[config.mk]
export PLATFORM = sky130hd
export DESIGN_NAME = msk_rnd_bus_gen
export DESIGN_NICKNAME = d
export VERILOG_FILES = /design/src/rtl/msk_rnd_bus_gen_pkg.sv /design/src/rtl/msk_rnd_bus_gen_lfsr127_step.sv /design/src/rtl/msk_rnd_bus_gen.sv
export SDC_FILE = /design/constraint.sdc
export NUM_CORES = 1
export LEC_CHECK = 0
export CORE_MARGIN = 2
export CORE_UTILIZATION = 54
export CTS_CLUSTER_SIZE = 16
export DETAILED_ROUTE_END_ITERATION = 6
export PLACE_DENSITY = 0.86
export REMOVE_ABC_BUFFERS = 1
export SLEW_MARGIN = 10
export SYNTH_ARGS = -nofsm -noshare
export SYNTH_HDL_FRONTEND = slang
export SYNTH_SLANG_ARGS = --single-unit
[constraint.sdc]
create_clock -name clk -period 2.7 [get_ports clk]
set_input_delay 0.54 -clock clk [delete_from_list [all_inputs] [get_ports clk]]
set_output_delay 0.54 -clock clk [all_outputs]
set_load 0.01 [all_outputs]
[src/rtl/msk_rnd_bus_gen_pkg.sv]
// Shared definitions for the masked-randomness generator: LFSR length, FSM encoding
// and the per-gadget fresh-randomness width helper.
package msk_rnd_bus_gen_pkg;

    localparam int LFSR_LEN = 127;

    typedef enum logic [1:0] {
        IDLE   = 2'd0,
        WARMUP = 2'd1,
        RUN    = 2'd2
    } state_e;

    // Fresh random bits one HPC2 AND gadget consumes per evaluation.
    function automatic int nrnd(input int d);
        return d * (d - 1) / 2;
    endfunction

endpackage

[src/rtl/msk_rnd_bus_gen_lfsr127_step.sv]
// One unrolled step of the x^127 + x + 1 Fibonacci LFSR, producing W new bits at once.
module msk_rnd_bus_gen_lfsr127_step
    import msk_rnd_bus_gen_pkg::*;
#(
    parameter int W = 4
) (
    input  logic [LFSR_LEN-1:0] s,
    output logic [LFSR_LEN-1:0] s_next
);

    logic [W-1:0] t;

    // W <= 126 keeps every feedback tap inside the current state, so no chaining is needed.
    assign t      = s[W-1:0] ^ s[W:1];
    assign s_next = {t, s[LFSR_LEN-1:W]};

endmodule

[src/rtl/msk_rnd_bus_gen.sv]
// Seedable PRNG driving the rnd bus of a bank of masked HPC2 AND gadgets; output is
// withheld until a seed has been loaded and the LFSR has been warmed up.
module msk_rnd_bus_gen
    import msk_rnd_bus_gen_pkg::*;
#(
    parameter int d          = 2,
    parameter int N_AND      = 20,
    parameter int WARMUP_CYC = 128,
    localparam int RND_W     = N_AND * nrnd(d)
) (
    input  logic                clk,
    input  logic                rst,
    input  logic [LFSR_LEN-1:0] seed_data,
    input  logic                seed_valid,
    output logic                seed_ready,
    input  logic                rnd_en,
    output logic [RND_W-1:0]    rnd,
    output logic                rnd_valid
);

    localparam int CNT_W = (WARMUP_CYC > 0) ? $clog2(WARMUP_CYC + 1) : 1;

    generate
        if (RND_W < 1 || RND_W > LFSR_LEN - 1) begin : g_bad_rnd_w
            $error("msk_rnd_bus_gen: RND_W must lie in 1..126");
        end
    endgenerate

    state_e              state_q, state_d;
    logic [LFSR_LEN-1:0] s_q, s_d, s_step;
    logic [CNT_W-1:0]    cnt_q, cnt_d;
    logic                seed_fire;

    msk_rnd_bus_gen_lfsr127_step #(.W(RND_W)) u_step (
        .s      (s_q),
        .s_next (s_step)
    );

    assign seed_ready = !rst && (state_q == IDLE || state_q == RUN);
    assign seed_fire  = seed_valid && seed_ready;
    assign rnd        = s_q[RND_W-1:0];
    assign rnd_valid  = (state_q == RUN);

    // A seed offered together with rnd_en wins: the new state is loaded unstepped.
    always_comb begin
        state_d = state_q;
        s_d     = s_q;
        cnt_d   = cnt_q;
        case (state_q)
            IDLE, RUN: begin
                if (seed_fire) begin
                    s_d     = (seed_data == '0) ? LFSR_LEN'(1) : seed_data;
                    cnt_d   = CNT_W'(WARMUP_CYC);
                    state_d = (WARMUP_CYC == 0) ? RUN : WARMUP;
                end else if (state_q == RUN && rnd_en) begin
                    s_d = s_step;
                end
            end
            WARMUP: begin
                s_d   = s_step;
                cnt_d = cnt_q - CNT_W'(1);
                if (cnt_q == CNT_W'(1)) begin
                    state_d = RUN;
                end
            end
            default: state_d = IDLE;
        endcase
    end

    always_ff @(posedge clk) begin
        if (rst) begin
            state_q <= IDLE;
            s_q     <= '0;
            cnt_q   <= '0;
        end else begin
            state_q <= state_d;
            s_q     <= s_d;
            cnt_q   <= cnt_d;
        end
    end

endmodule

Word-level counts from Yosys, hierarchy flattened
Index checks and enable logic that the tools add are counted.
Cells by class
  add/subtract/negate cells: 1
  equal/unequal tests: 6
  mux-type cells: 9
  bitwise logic cells: 1
  reduce and logical (&&, ||, !) cells: 12
Operators with widths (count)
  $mux 127: 3
  $pmux 127 s2: 1
  $logic_not 127->1: 1
  $xor 20x20->20: 1
  $pmux 8 s2: 1
  $eq 8x1->1 const B: 1
  $mux 8: 1
  $sub 8x1->8 const B: 1
  $reduce_and 2->1: 3
  $mux 2: 2
  $ne 2x2->1 const B: 2
  $pmux 2 s2: 1
  $logic_and 1x1->1: 3
  $ne 3x3->1 const B: 1
  $eq 2x1->1 const B: 1
  $eq 2x2->1 const B: 1
  $logic_not 2->1: 1
  $reduce_bool 2->1: 1
  $reduce_or 2->1: 1
  $logic_not 1->1: 1
  $logic_or 1x1->1: 1
Storage, ports and cells
  flip-flop bits (word level): 137
  input port bits: 131
  output and inout port bits: 22

Depth between registers and ports, before layout
Gate-level depths: netlist (run 1).
  word-level depth: 6
  depth in mapped cells: 7
  gate-level depth less buffers: 6

By module
From an unflattened synthesis (run 1), not the netlist that was laid out.
Second synthesis, totals
  cell total of the unflattened synthesis: 952
  area, all modules: 8017.7 µm²
By module, submodules not included
  msk_rnd_bus_gen: times used 1, cells each 825, area an instance 7039.3 µm²
  msk_rnd_bus_gen_lfsr127_step: times used 1, cells each 127, area an instance 978.4 µm²

Least setup slack after synthesis (run 1)
Ideal clock, no wire load.
  path kind: input port to flip-flop
  start: in rst
  end: reg s_q[23]
  library setup time: 0.091 ns
  arrival time: 1.564 ns
  data required time: 2.609 ns
  slack: 1.045 ns
  stages: 6
  cell sequence: nor2_1 > nand2_2 > nand3_2 > buf_1 > nor2_1 > a311oi_1
On the way
  cells in the longest elaborated chain, start to end: 5
Ends and longest elaborated chain
  start: declaration: line msk_rnd_bus_gen.sv:12  | input logic rst,
  $logic_not 1->1: line msk_rnd_bus_gen.sv:39  | assign seed_ready = !rst && (state_q == IDLE || state_q == RUN);
  $logic_and 1x1->1: line msk_rnd_bus_gen.sv:39
  $logic_and 1x1->1: line msk_rnd_bus_gen.sv:40  | assign seed_fire = seed_valid && seed_ready;
  $mux 127 / $ne 3x3->1 (equally long branches)
  $pmux 127 s2 / $reduce_and 2->1 (equally long branches)
  end signal: assignment: line msk_rnd_bus_gen.sv:73  | s_q <= '0;
  end signal: assignment: line msk_rnd_bus_gen.sv:77  | s_q <= s_d;
  end: declaration: line msk_rnd_bus_gen.sv:30  | logic [LFSR_LEN-1:0] s_q, s_d, s_step;
Several ways; a longest one is shown, not always the timed one.
A chain may end at the register's enable or synchronous reset.

Final worst setup path (run 1)
  start: in seed_data[7]
  end: reg s_q[0]
On the way
  cells in the longest elaborated chain, start to end: 4
Ends and longest elaborated chain
  start: declaration: line msk_rnd_bus_gen.sv:13  | input logic [LFSR_LEN-1:0] seed_data,
  $logic_not 127->1: line msk_rnd_bus_gen.sv:52  | s_d = (seed_data == '0) ? LFSR_LEN'(1) : seed_data;
  $mux 127: line msk_rnd_bus_gen.sv:52
  $mux 127: line msk_rnd_bus_gen.sv:51  | if (seed_fire) begin
  $pmux 127 s2: line msk_rnd_bus_gen.sv:49  | case (state_q)
No other way between the ends.

==> run metrics, run 1 <==
vias in the first global route 5830; final hold violation count 0; CTS resizes 0; Layout Area Growth over Synthesis 30.6%; pre-CTS WS -24.1 ps; Cell variety after synth 33; Period minus WS final approximately 2300 ps; total chip power 0.00639 W; status completed; largest net degree at the start of global routing 150; DPL Wire Length 12700 um; Primary FF master, synth dfxtp_1; period utilization 85.1%; GP Congestion ~0.86; Worst EP required 3020 ps; Initial DRC Count between 800 and 900; Slew @ Worst Pin approximately 1100 ps; row cnt 40; CTS Sinks about 140; TritonRoute pass-1 iters 5; GRT overflow 0; Final Cell Area roughly 0.0085 mm2; Die Footprint 0.0130 mm2; Avg Cell Area, Syn 7.74 um2; Worst Hold Launch rst; Syn Inst Count 842; pwr dens ~750 mW/mm2; Layout Skew 10.9 ps; Die X 114 um; RSZ-0062 raised after global routing false; WS Path Type primary input to flip-flop; Hold EP state_q[1]; Max Freq roughly 440 MHz; worst hold slack between 300 and 400 ps; cell taking the most area after synthesis dfxtp_1; Critical Path AT 2620 ps; drt drc 0; Skew-Pair Late Insertion Delay 420 ps; CTS tree built; ys async rst share 0%; Starting Density between 50% and 60%; first-pass GRT wire length 29300 um; wire length per cell 16.9 um; CP max FO 2; netlist area before placement 0.00651 mm2; worst reg2reg endpoint s_q[110]; root buf cell clkbuf_16; Tightest Hold Check Type primary input to flip-flop; Commonest cells post-synth 253 x nand2_1, 137 x dfxtp_1, 115 x nor2_1, 106 x a311oi_1, 43 x buf_2; P_leak 2.95 nW; register area share after synthesis 42.1%; worst vdd ir ~0.5 mV; Cell Area, Placed 0.00796 mm2; final slew viol count 0; Max Cap Viol 0; endpoints failing setup 0; vias per cell 5.97; IO Pins 153; core area 0.0119 mm2; number of antenna diodes 0; YS warnings 0; H-Tree Depth 4; PnR worst setup slack 403 ps; Total GRT Usage 28.8%; Die H about 110 um; vias after detailed routing 6554; Min-Delay Path Depth 2; fraction of layout cells with a size suffix above 1 under 10%; Num CTS Buffers 17; RR Startpoint state_q[0]; Post-synth EDFFs 0; Register-to-Register Setup Slack 620 ps; post-CTS setup buffers 0; relative slew slack 25.4%; most frequent cell after synthesis nand2_1; Final Util 71.4%; area share of the largest cell type after synthesis 42.1%; Reg2Reg Depth 5; Startpoint Class primary input; top post-synthesis cells by area dfxtp_1 42%, nand2_1 15%, a311oi_1 14%; antenna violations before repair 0; Crit. End Element flip-flop; DRT Wirelength 18600 um; Port Buffers around 150; Reg clk slew, reported paths 50 ps; CTS Buffer Depth 2; post-route ant nets 0; post-synthesis register bit count between 100 and 150; number of nets in the layout 1072; # hold bufs at CTS 0
cell families (layout without fill, tap and decap cells):
group | after synthesis | count (layout) | synth area share (%)
fa+ha+maj | 2 | 2 | 0.384
flops | 137 | 137 | 42.1
buf+inv | 93 | 202 | 7.45
xor+xnor | 26 | 26 | 3.50
simple gates | 428 | 428 | 27.5
compound gates | 156 | 156 | 19.1
sequential cells by signal, indices dropped and copies added (netlist names):
register  flops
s_q         127
cnt_q         8
state_q       2
worst max-delay path, stage by stage:
cell	delay [ps]
clkdlybuf4s50_1	430
nor4_1	660
nand4_1	300
nor4_1	330
a211oi_1	100
nor4_1	260
layout make-up:
| class | count | area, um2 |
|---|---|---|
| inverters | 3 | 11.3 |
| multi-input cells | 612 | 3300 |
| flip-flops and latches | 137 | 2740 |
| well taps | 147 | 184 |
| clock buffers | 30 | 544 |
| fillers | 944 | 3410 |
| repair buffers | 168 | 1710 |
| clock inverters | 1 | 5.00 |
report_power, final:
group	switching [W]	internal [W]
clock network	0.000806	0.00134
registers	0.000255	0.00237
logic	0.000859	0.000762
worst max path at each step:
stage	end	cells after the start	slack [ps]	from
floorplan	s_q[107]	5	-3100	rst
global placement	s_q[0]	6	-40	seed_data[7]
detailed placement	s_q[0]	6	-20	seed_data[7]
CTS	s_q[0]	6	400	seed_data[7]
global route	s_q[0]	6	280	seed_data[7]
finish	s_q[0]	6	400	seed_data[7]
metal layers:
metal / wire (um) / global-route usage, % / vias to the layer above / share of wire, %
li1: - / - / 3157 / -
met1: 7660 / 38.6 / 3081 / 41
met2: 8800 / 45.7 / 290 / 47
met3: 1730 / 7.65 / 26 / 9.3
met4: 354 / 8.54 / 0 / 1.9
met5: 0 / 0 / - / 0
layout by cell type, fill, tap and decap left out, drive strengths merged, types with 2 or more instances in the layout:
master,Yosys,final
nand2,254,254
dfxtp,137,137
nor4,35,35
nor3,9,9
ha,2,2
o211ai,21,21
nor2b,2,2
clkdlybuf4s50,0,151
a21oi,23,23
buf,66,17
a211oi,2,2
nand4,8,8
nor2,115,115
a311oi,106,106
clkbuf,24,30
xnor2,25,25
inv,3,3
per-stage QoR:
step	setup TNS (ps)	std cells
global placement	-40.2	1067
CTS	0	1098
detailed placement	-24.1	1067
floorplan	-392810	752
global route	0	1098
finish	0	1098
Note: power is estimated with default switching activity, not from simulation.
==> run 2: changes to the inputs <==
- CTS_CLUSTER_SIZE: 16 -> unset
- SLEW_MARGIN: 10 -> 20
==> results of run 2 <==
No change in the layout: final DEF, timing and power equal those of run 1.
==> run 3: changes to the inputs <==
- ABC_AREA: unset -> 1
- CORE_UTILIZATION: 54 -> 50
- CTS_BUF_LIST: unset -> sky130_fd_sc_hd__clkbuf_8 sky130_fd_sc_hd__clkbuf_16
- PLACE_DENSITY: 0.86 -> 0.8
==> run metrics, run 3 <==
status completed; Hold EP cnt_q[4]; Register-to-Register Setup Slack 1080 ps; H-Tree Depth 4; Critical Path AT 1790 ps; Slew @ Worst Pin ~580 ps; placed instance count 1184; PnR worst setup slack 374 ps; post-synthesis register bit count 137; largest reg by FF count s_q; CTS Buffer Depth 2; antenna violations before repair 0; Tightest Hold Check Type flip-flop to flip-flop; Reg2Reg Depth 6; drt drc 0; Avg Cell Area, Syn 6.99 um2; IO Pins 153; most frequent cell after synthesis nand2_1; DRT Wirelength 17900 um; Startpoint Class primary input; final hold violation count 0; most frequent cells in the layout 305 x nand2_1, 152 x clkdlybuf4s50_1, 137 x dfxtp_1; relative slew slack 61.4%; max FFs per register approximately 130; final slew viol count 0; Period minus WS final 2330 ps; CTS Sinks 137; worst reg2reg endpoint s_q[53]; CP max FO 5; Cell Area, Placed approximately 0.0080 mm2; pwr dens 723 mW/mm2; Max Cap Viol 0; Initial DRC Count 749; CTS tree built; vias per cell ~5.5; Layout Skew 5.76 ps; GRT overflow 0; Cell variety after synth 22; DPL Wire Length around 12000 um; Syn Inst Count around 940; endpoints failing setup 0; area share of the largest cell type after synthesis 41.8%; period utilization 86.1%; # hold bufs at CTS 0; WS Path Type primary input to primary output; core area 0.0127 mm2; largest net degree at the start of global routing 131; Final Util 67.0%; first-pass GRT wire length 29700 um; Num CTS Buffers 17; commonest non-fill, non-tap cell in the layout nand2_1; ys async rst share 0%; row cnt 41; wire length per cell 14.7 um; P_leak 3.16 nW; Layout Area Growth over Synthesis 30.0%; top flop regs s_q x127, cnt_q x8, state_q x2; Min-Delay Path Depth 1; final cell count without fillers 1212; Die X 119 um; vias after detailed routing 6644; register area share after synthesis 41.8%; RR Startpoint state_q[0]; pre-CTS WS 365 ps; fraction of layout cells with a size suffix above 1 4.52%; root buf cell clkbuf_16; CTS resizes 0; post-CTS setup buffers 0; GP Congestion between 0.8 and 0.9; Die H 119 um; Crit. End Element primary output; cell taking the most area after synthesis dfxtp_1; Worst EP required 2160 ps; Starting Density between 50% and 60%; Post-synth EDFFs 0; Skew-Pair Late Insertion Delay 420 ps; post-route ant nets 0; Max Freq 430 MHz; top post-synthesis cells by area dfxtp_1 42%, nand2_1 17%, a31oi_1 12%; Commonest cells post-synth 305 x nand2_1, 137 x dfxtp_1, 126 x a31oi_1, 107 x o21ai_0, 91 x nor2_1; total chip power 0.00617 W; Total GRT Usage between 20% and 30%; RSZ-0062 raised after global routing false; TritonRoute pass-1 iters 5; Port Buffers 152; worst vdd ir 0.434 mV; netlist area before placement 0.00656 mm2; Worst Hold Launch cnt_q[4]; Primary FF master, synth dfxtp_1; vias in the first global route 6074; Die Footprint 0.0140 mm2; number of antenna diodes 0; Final Cell Area approximately 0.0085 mm2; number of nets in the layout roughly 1200; YS warnings 0; Reg clk slew, reported paths 50 ps
run 3: cell count changes after synthesis, sizes merged, moves of 16 or more:
cell    delta
o211ai    -21
a21oi     -16
nor2      -21
xor2      +20
o21ai    +131
xnor2     -25
a311oi   -106
a31oi    +126
nand2     +53
nor4      -35
run 3: layout make-up:
type / count / area [um2]
sequential: 137 / 2740
clock buffer: 21 / 480
multi-input combinational: 700 / 3290
tap: 172 / 215
inverter: 11 / 42.5
clock inverter: 7 / 31.3
timing repair buffer: 164 / 1720
fill: 1127 / 4200
run 3: logic make-up after synthesis:
logic type                 share of synthesized area (%)
xor gates and xnor gates                            2.80
and+or+nand+nor                                     24.0
buffers and inverters                               8.28
DFF                                                 41.8
adders and majority gates                          0.381
AOI/OAI and AO/OA                                   22.8
run 3: critical path, cell delays in order:
cell             delay [ps]
clkdlybuf4s50_1         510
nor2_2                  180
clkdlybuf4s50_1         560
run 3: power breakdown:
part	switching [W]	internal (W)	leakage [nW]
logic	0.000797	0.000699	1.75
registers	0.000249	0.00239	1.13
clock network	0.000801	0.00123	0.270
run 3: how the worst max path moves through the flow:
stage / startpoint / to / slack [ps] / cells after the start
final: rst / seed_ready / 370 / 3
after floorplan: rst / s_q[100] / -4860 / 5
after global placement: rst / seed_ready / 380 / 3
after global routing: rst / seed_ready / 310 / 3
after detailed placement: rst / seed_ready / 370 / 3
after CTS: rst / seed_ready / 360 / 3
run 3: metal layers:
| layer | wire length, um | track usage, % |
|---|---|---|
| met3 | 1260 | 6.18 |
| met5 | 0 | 0 |
| met1 | 8370 | 36.3 |
| met2 | 7880 | 38.1 |
| met4 | 351 | 9.82 |
run 3: stage by stage:
stage          hold WS, ps  TNS, ps
6_report               465        0
4_1_cts                466        0
5_1_grt                495        0
3_5_place_dp           450        0
3_3_place_gp           438        0
2_1_floorplan          423  -624560
